**src/rtl/cpu_types_pkg.sv**
```systemverilog
// Shared types for the memory bus arbiter: RAM handshake states, the
// arbiter FSM encoding and the registered grant record.
package cpu_types_pkg;
    localparam int WORD_W  = 32;
    localparam int CPUID_W = 4;

    typedef logic [WORD_W-1:0] word_t;

    typedef enum logic [1:0] {
        FREE   = 2'd0,
        BUSY   = 2'd1,
        ACCESS = 2'd2,
        ERROR  = 2'd3
    } ramstate_t;

    typedef enum logic {
        IDLE  = 1'b0,
        GRANT = 1'b1
    } arb_state_t;

    typedef struct packed {
        logic [CPUID_W-1:0] cpuid;
        logic               is_data;
        logic               is_write;
        word_t              addr;
        word_t              store;
    } grant_t;
endpackage

```
**src/rtl/mem_bus_arbiter_rr_pick.sv**
```systemverilog
// Combinational round-robin selector: scans cores upward from rr (mod CPUS)
// and returns the first one with a pending request.
module rr_pick
    import cpu_types_pkg::*;
#(
    parameter int CPUS = 2,
    parameter int CW   = (CPUS > 1) ? $clog2(CPUS) : 1
) (
    input  logic [CPUS-1:0] req,
    input  logic [CW-1:0]   rr,
    output logic [CW-1:0]   winner,
    output logic            valid
);
    function automatic logic [CW-1:0] wrap_idx(input logic [CW-1:0] base, input int ofs);
        int k;
        k = int'(base) + ofs;
        if (k >= CPUS) k = k - CPUS;
        return CW'(k);
    endfunction

    always_comb begin
        winner = '0;
        valid  = 1'b0;
        for (int i = 0; i < CPUS; i++) begin
            if (!valid && req[wrap_idx(rr, i)]) begin
                winner = wrap_idx(rr, i);
                valid  = 1'b1;
            end
        end
    end
endmodule

```
**src/rtl/mem_bus_arbiter.sv**
```systemverilog
// Serialises per-core I/D cache requests onto the single shared RAM port;
// the granted port sees wait low for exactly the RAM ACCESS cycle.
module mem_bus_arbiter
    import cpu_types_pkg::*;
#(
    parameter int CPUS = 2,
    parameter int AW   = 32,
    parameter int DW   = 32
) (
    input  logic                     CLK,
    input  logic                     nRST,
    input  logic [CPUS-1:0]          iREN,
    input  logic [CPUS-1:0][AW-1:0]  iaddr,
    input  logic [CPUS-1:0]          dREN,
    input  logic [CPUS-1:0]          dWEN,
    input  logic [CPUS-1:0][AW-1:0]  daddr,
    input  logic [CPUS-1:0][DW-1:0]  dstore,
    output logic [CPUS-1:0]          iwait,
    output logic [CPUS-1:0]          dwait,
    output logic [CPUS-1:0][DW-1:0]  iload,
    output logic [CPUS-1:0][DW-1:0]  dload,
    output logic                     ramREN,
    output logic                     ramWEN,
    output logic [AW-1:0]            ramaddr,
    output logic [DW-1:0]            ramstore,
    input  logic [DW-1:0]            ramload,
    input  logic [1:0]               ramstate
);
    localparam int CW = (CPUS > 1) ? $clog2(CPUS) : 1;

    arb_state_t      state_q, state_d;
    grant_t          grant_q, grant_d;
    logic [CW-1:0]   rr_q, rr_d;
    logic [CPUS-1:0] req, gsel, gline;
    logic [CW-1:0]   win;
    logic            win_vld, held;

    assign req = iREN | dREN | dWEN;

    rr_pick #(.CPUS(CPUS), .CW(CW)) u_pick (
        .req    (req),
        .rr     (rr_q),
        .winner (win),
        .valid  (win_vld)
    );

    // One-hot of the granted core and the request line that must stay high;
    // a drop on that line is an abort.
    always_comb begin
        gsel = '0;
        for (int c = 0; c < CPUS; c++) gsel[c] = (grant_q.cpuid == CPUID_W'(c));
        gline = grant_q.is_data ? (grant_q.is_write ? dWEN : dREN) : iREN;
        held  = |(gsel & gline);
    end

    always_comb begin
        state_d  = state_q;
        grant_d  = grant_q;
        rr_d     = rr_q;
        iwait    = '1;
        dwait    = '1;
        iload    = '0;
        dload    = '0;
        ramREN   = 1'b0;
        ramWEN   = 1'b0;
        ramaddr  = '0;
        ramstore = '0;
        unique case (state_q)
            IDLE: begin
                if (win_vld) begin
                    grant_d.cpuid    = CPUID_W'(win);
                    grant_d.is_data  = dREN[win] | dWEN[win];
                    grant_d.is_write = dWEN[win];
                    grant_d.addr     = (dREN[win] | dWEN[win]) ? daddr[win] : iaddr[win];
                    grant_d.store    = dWEN[win] ? dstore[win] : '0;
                    state_d          = GRANT;
                end
            end
            GRANT: begin
                ramREN   = !grant_q.is_write;
                ramWEN   = grant_q.is_write;
                ramaddr  = grant_q.addr;
                ramstore = grant_q.store;
                if (!held) begin
                    state_d = IDLE;
                end else if (ramstate_t'(ramstate) == ACCESS) begin
                    for (int c = 0; c < CPUS; c++) begin
                        if (gsel[c]) begin
                            if (grant_q.is_data) begin
                                dwait[c] = 1'b0;
                                dload[c] = grant_q.is_write ? '0 : ramload;
                            end else begin
                                iwait[c] = 1'b0;
                                iload[c] = ramload;
                            end
                        end
                    end
                    state_d = IDLE;
                    rr_d    = (int'(grant_q.cpuid) >= CPUS - 1) ? '0 : CW'(grant_q.cpuid + 1'b1);
                end
            end
            default: state_d = IDLE;
        endcase
    end

    always_ff @(posedge CLK or negedge nRST) begin
        if (!nRST) begin
            state_q <= IDLE;
            grant_q <= '0;
            rr_q    <= '0;
        end else begin
            state_q <= state_d;
            grant_q <= grant_d;
            rr_q    <= rr_d;
        end
    end
endmodule

```
**config.mk**
```make
export PLATFORM = sky130hd
export DESIGN_NAME = mem_bus_arbiter
export DESIGN_NICKNAME = d
export VERILOG_FILES = /design/src/rtl/cpu_types_pkg.sv /design/src/rtl/mem_bus_arbiter_rr_pick.sv /design/src/rtl/mem_bus_arbiter.sv
export SDC_FILE = /design/constraint.sdc
export NUM_CORES = 1
export LEC_CHECK = 0
export ABC_AREA = 1
export BUFFER_PORTS_ARGS = -buffer_cell sky130_fd_sc_hd__buf_2
export CORE_AREA = 3 3 167 169
export DETAILED_ROUTE_END_ITERATION = 8
export DIE_AREA = 0 0 170 172
export PLACE_DENSITY = 0.49
export SYNTH_ARGS = -nofsm -noshare
export SYNTH_HDL_FRONTEND = slang
export SYNTH_SLANG_ARGS = --single-unit
```
**constraint.sdc**
```tcl
create_clock -name CLK -period 4.65 [get_ports CLK]
set_input_delay 0.93 -clock CLK [delete_from_list [all_inputs] [get_ports CLK]]
set_output_delay 0.93 -clock CLK [all_outputs]
set_load 0.03 [all_outputs]
```
After elaboration in Yosys (flattened, before gate mapping)
Cells that the tools add are included.
{ "totals": {"register_bits": 69, "output_inout_bits": 198, "word_cells": 88} }
{ "op_classes": {"order_cmp": 6, "n_eq_ne": 1, "add_sub_neg": 4, "bitwise": 5, "n_mux": 58, "n_reduce_logical": 7} }
{ "op_table": {"columns": ["cell", "count"], "rows": [
  ["$mux W32", 17],
  ["$mux W64", 6],
  ["$mux W1", 26],
  ["$mux W2", 8],
  ["$lt A1 B2 Y1 const B", 3],
  ["$logic_not A4 Y1", 1],
  ["$or A2 B2 Y2", 2],
  ["$reduce_and A3 Y1", 1],
  ["$add A1 B1 Y2 const B", 1],
  ["$and A2 B2 Y2", 1],
  ["$eq A2 B2 Y1 const B", 1],
  ["$ge A1 B2 Y1 const B", 1],
  ["$ge A2 B2 Y1 const B", 1],
  ["$logic_not A1 Y1", 2],
  ["$pmux W1 S2", 1],
  ["$reduce_and A2 Y1", 1],
  ["$reduce_or A2 Y1", 1],
  ["$sub A1 B1 Y1 const B", 2],
  ["$add A1 B1 Y1 const B", 1],
  ["$ge A1 B1 Y1 const B", 1],
  ["$logic_and A1 B1 Y1", 1],
  ["$not A1 Y1", 1],
  ["$or A1 B1 Y1", 1]
]} }

Logic depth before layout (Yosys ltp)
{ "depth": {"ltp_word": 12, "ltp_mapped": 12} }

Hierarchy
A second synthesis with hierarchy kept.
{ "hier_totals": {"cells_unflattened": 916, "hier_area_um2": 5499.0} }
{ "modules_own_cells": {"columns": ["mod", "cells_each", "seq_area_each_um2", "n_inst", "area_per_inst_um2"], "rows": [
  ["mem_bus_arbiter", 912, 1726.7, 1, 5480.3],
  ["rr_pick", 4, 0.0, 1, 18.8]
]} }

Worst setup path after synthesis
Ideal clock, no wire load.
{ "synth_path": {"path_kind": "input -> output", "start": "input ramstate[1]", "end": "output iload[23] in the netlist's numbering", "required_time_ns": 3.720, "setup_slack_ns": 1.481, "arrival_ns": 2.239, "stages": 5, "path_buffers": 1, "cell_sequence": "inv_1 > nor2_1 > nand4_4 > buf_6 > nor2_1"} }
{ "synth_lines": {"columns": ["item", "line_no", "rtl"], "rows": [
  ["start: declaration", "mem_bus_arbiter.sv:27", "input logic [1:0] ramstate"],
  ["end: declaration", "mem_bus_arbiter.sv:20", "output logic [CPUS-1:0][DW-1:0] iload,"]
]} }

==> run metrics <==
Final Max Slew Viols 0; Yosys warnings 0; GPL Wtd Cong 0.802; status complete, no violations; crit-path max FO 33; share of the synthesized area in the top cell type 27.8%; All-Layer GR Usage 16.9%; Post-Synth Adder-Cell Area 0%; cts repair resizes 0; Cell Pwr Density ~540 nW/um^2; initial antenna violation count 4; Worst EP required 3.72 ns; Max Cap Violations 0; hold_buf cts 0; synthesized area 6200 um^2; TritonCTS Buffers 9; Critical Path Start Type input port; worst slew pin tran roughly 1.1 ns; Min-Delay Path Class reg -> reg; DP Worst Slack 0.985 ns; Port Buffers 431; layout cell share with drive strength beyond 1 approximately a third; worst slew margin relative to its limit 29.1%; Fin Setup TNS 0 ns; io pins 432; library cells used by synthesis 24; Wirelength per Cell approximately 15 um; Die Height 172 um; endpoints failing setup 0; XOR/XNOR Fraction of Synth Area 0%; vias in the first global route 7284; initial DRC count 322; final period utilization roughly four fifths; final worst path period need 3.68 ns; Synth Register Bits 69; largest net degree at the start of global routing 73; vias per cell roughly 4.3; mux contribution to synthesized area 0%; Synth area leaders dfrtp_1, nand2_1, inv_1; final setup margin 0.972 ns; Reg2Reg Depth 7; Die X between 150 and 200 um; critical path class in -> out; Synth Area in Compound Gates 5.55%; Initial Utilization 23.2%; Peak VDD IR about 0.2 mV; clock skew about 0.0062 ns; post-DP HPWL 20200 um; RSZ-0062 raised after global routing no; Synth area leader dfrtp_1; hold path depth 2; drt total wl 26300 um; CTS root buf clkbuf_16; Antenna Violating Nets Remaining 0; Syn Inst Count 1086; first-pass GRT wire length 39200 um; CTS tree done; Seq/Total Area, Yosys 27.8%; clock insertion delay at the later pin of the skew report about 0.34 ns; HP Start grant_q[12]$_DFFE_PN0P_; H-Tree Depth 3; total power 4.76 mW; area delta synth->final 41.3%; DR vias 7735; Final Hold Viols 0; drt drc 0; Syn Nets 1320; Setup Fix Bufs, Post-CTS 0; Core Area between 20000 and 30000 um^2; critical path arrival 2.75 ns; Sink Count 69; GR Overflow Total 0; Crit. End Element output pin; Leak 6.06 nW; Nets 1698; Reg-to-Reg Start state_q$_DFF_PN0_; total die area 29200 um^2; Max Fclk 0.272 GHz; clk buf depth 2; largest family of logic cells by synthesized area simple AND/OR/NAND/NOR gates; clk slew on worst S/H paths 0.06 ns; synthesized area per cell between 5 and 6 um^2; Post-Synth Simple-Gate Area 47.6%; cell row count 60; DR pass1 iterations 4; critical path startpoint ramstate[0]; final hold slack between 0.4 and 0.5 ns
-- Yosys cell counts --
| cell type | instances |
|---|---|
| nand2_2 | 3 |
| buf_2 | 33 |
| a21oi_1 | 3 |
| nand3_4 | 1 |
| nand4_1 | 1 |
| clkbuf_1 | 18 |
| inv_1 | 203 |
| nor2_1 | 101 |
| nor3_1 | 1 |
| nand2_1 | 422 |
| o21bai_1 | 1 |
| o21ai_0 | 12 |
| buf_6 | 12 |
| nor2_4 | 4 |
| nand4_4 | 4 |
| nand3_1 | 122 |
| o21ai_2 | 1 |
| nor2_2 | 32 |
| o211ai_2 | 1 |
| o211ai_1 | 32 |
| dfrtp_1 | 69 |
| buf_1 | 5 |
| inv_2 | 1 |
| buf_4 | 4 |
-- worst paths after layout --
kind	slack, ns	end
hold reg to reg	0.48	grant_q[12]$_DFFE_PN0P_
setup reg to reg	1.56	grant_q[39]$_DFFE_PN0P_
setup / recovery	0.97	dload[21]
max in group asynchronous	3.24	state_q$_DFF_PN0_
hold / removal	0.48	grant_q[12]$_DFFE_PN0P_
min in group asynchronous	0.72	grant_q[9]$_DFFE_PN0P_
-- logic make-up (layout without fill, tap and decap cells) --
kind of cell,after synthesis,count (layout)
other,0,1
AOI/OAI and AO/OA,50,50
and+or+nand+nor,691,691
buffers and inverters,276,658
DFF,69,69
-- cells in the final DEF (no fill, tap or decap) --
master,count
buf_2,430
nand2_1,421
inv_1,203
nand3_1,122
nor2_1,101
dfrtp_1,68
nor2_2,32
o211ai_1,32
o21ai_0,12
clkbuf_16,9
buf_4,9
nor2_4,4
nand4_4,4
a21oi_1,3
nand2_2,3
clkinvlp_4,2
bufinv_16,2
diode_2,1
o211ai_2,1
nor3_1,1
nand3_4,1
o21ai_4,1
nand2_4,1
inv_2,1
o21bai_1,1
nand4_1,1
clkinv_2,1
clkinv_4,1
dfrtp_2,1
-- layer usage --
| layer | part of all wire, % | vias up | track usage (%) |
|---|---|---|---|
| met3 | 5.7 | 25 | 3.25 |
| li1 | - | 3980 | - |
| met4 | 1.2 | 6 | 3.21 |
| met1 | 39 | 3475 | 18.7 |
| met2 | 54 | 249 | 33.5 |
| met5 | 0.18 | - | 0 |
-- per-stage QoR --
stage                     instances  utilization (%)  instance area [um^2]
after CTS                      1809             32.8                  8760
after global routing           1809             32.8                  8760
final                          1810             32.8                  8770
after floorplan                1086                -                  6200
after global placement         1794             31.6                  8450
after detailed placement       1794             31.6                  8450
-- power by group --
part / switching [mW] / internal (mW) / leakage (nW)
sequential: 0.164 / 0.878 / 0.861
combinational: 2.16 / 0.815 / 5.06
clock: 0.278 / 0.466 / 0.148
total: 2.60 / 2.16 / 6.06
-- layout make-up --
class / instances / area (um^2)
Fill cell: 3106 / 18000
Multi-Input combinational cell: 741 / 3310
Timing Repair Buffer: 439 / 2220
Sequential cell: 69 / 1730
Inverter: 204 / 766
Tap cell: 341 / 427
Clock buffer: 9 / 225
Clock inverter: 6 / 88.8
Antenna cell: 1 / 2.50
-- worst max-delay path, cell delays in order --
cell and delay [ns]:
buf_2 0.10, nor2_1 0.54, nand4_4 0.67, nor2_2 0.25
buf_2 0.23
-- flip-flops by register name, indices dropped and copies added, names as in the netlist --
register	count
grant_q	67
rr_q	1
state_q	1
Power figures use the tool's default switching activity.
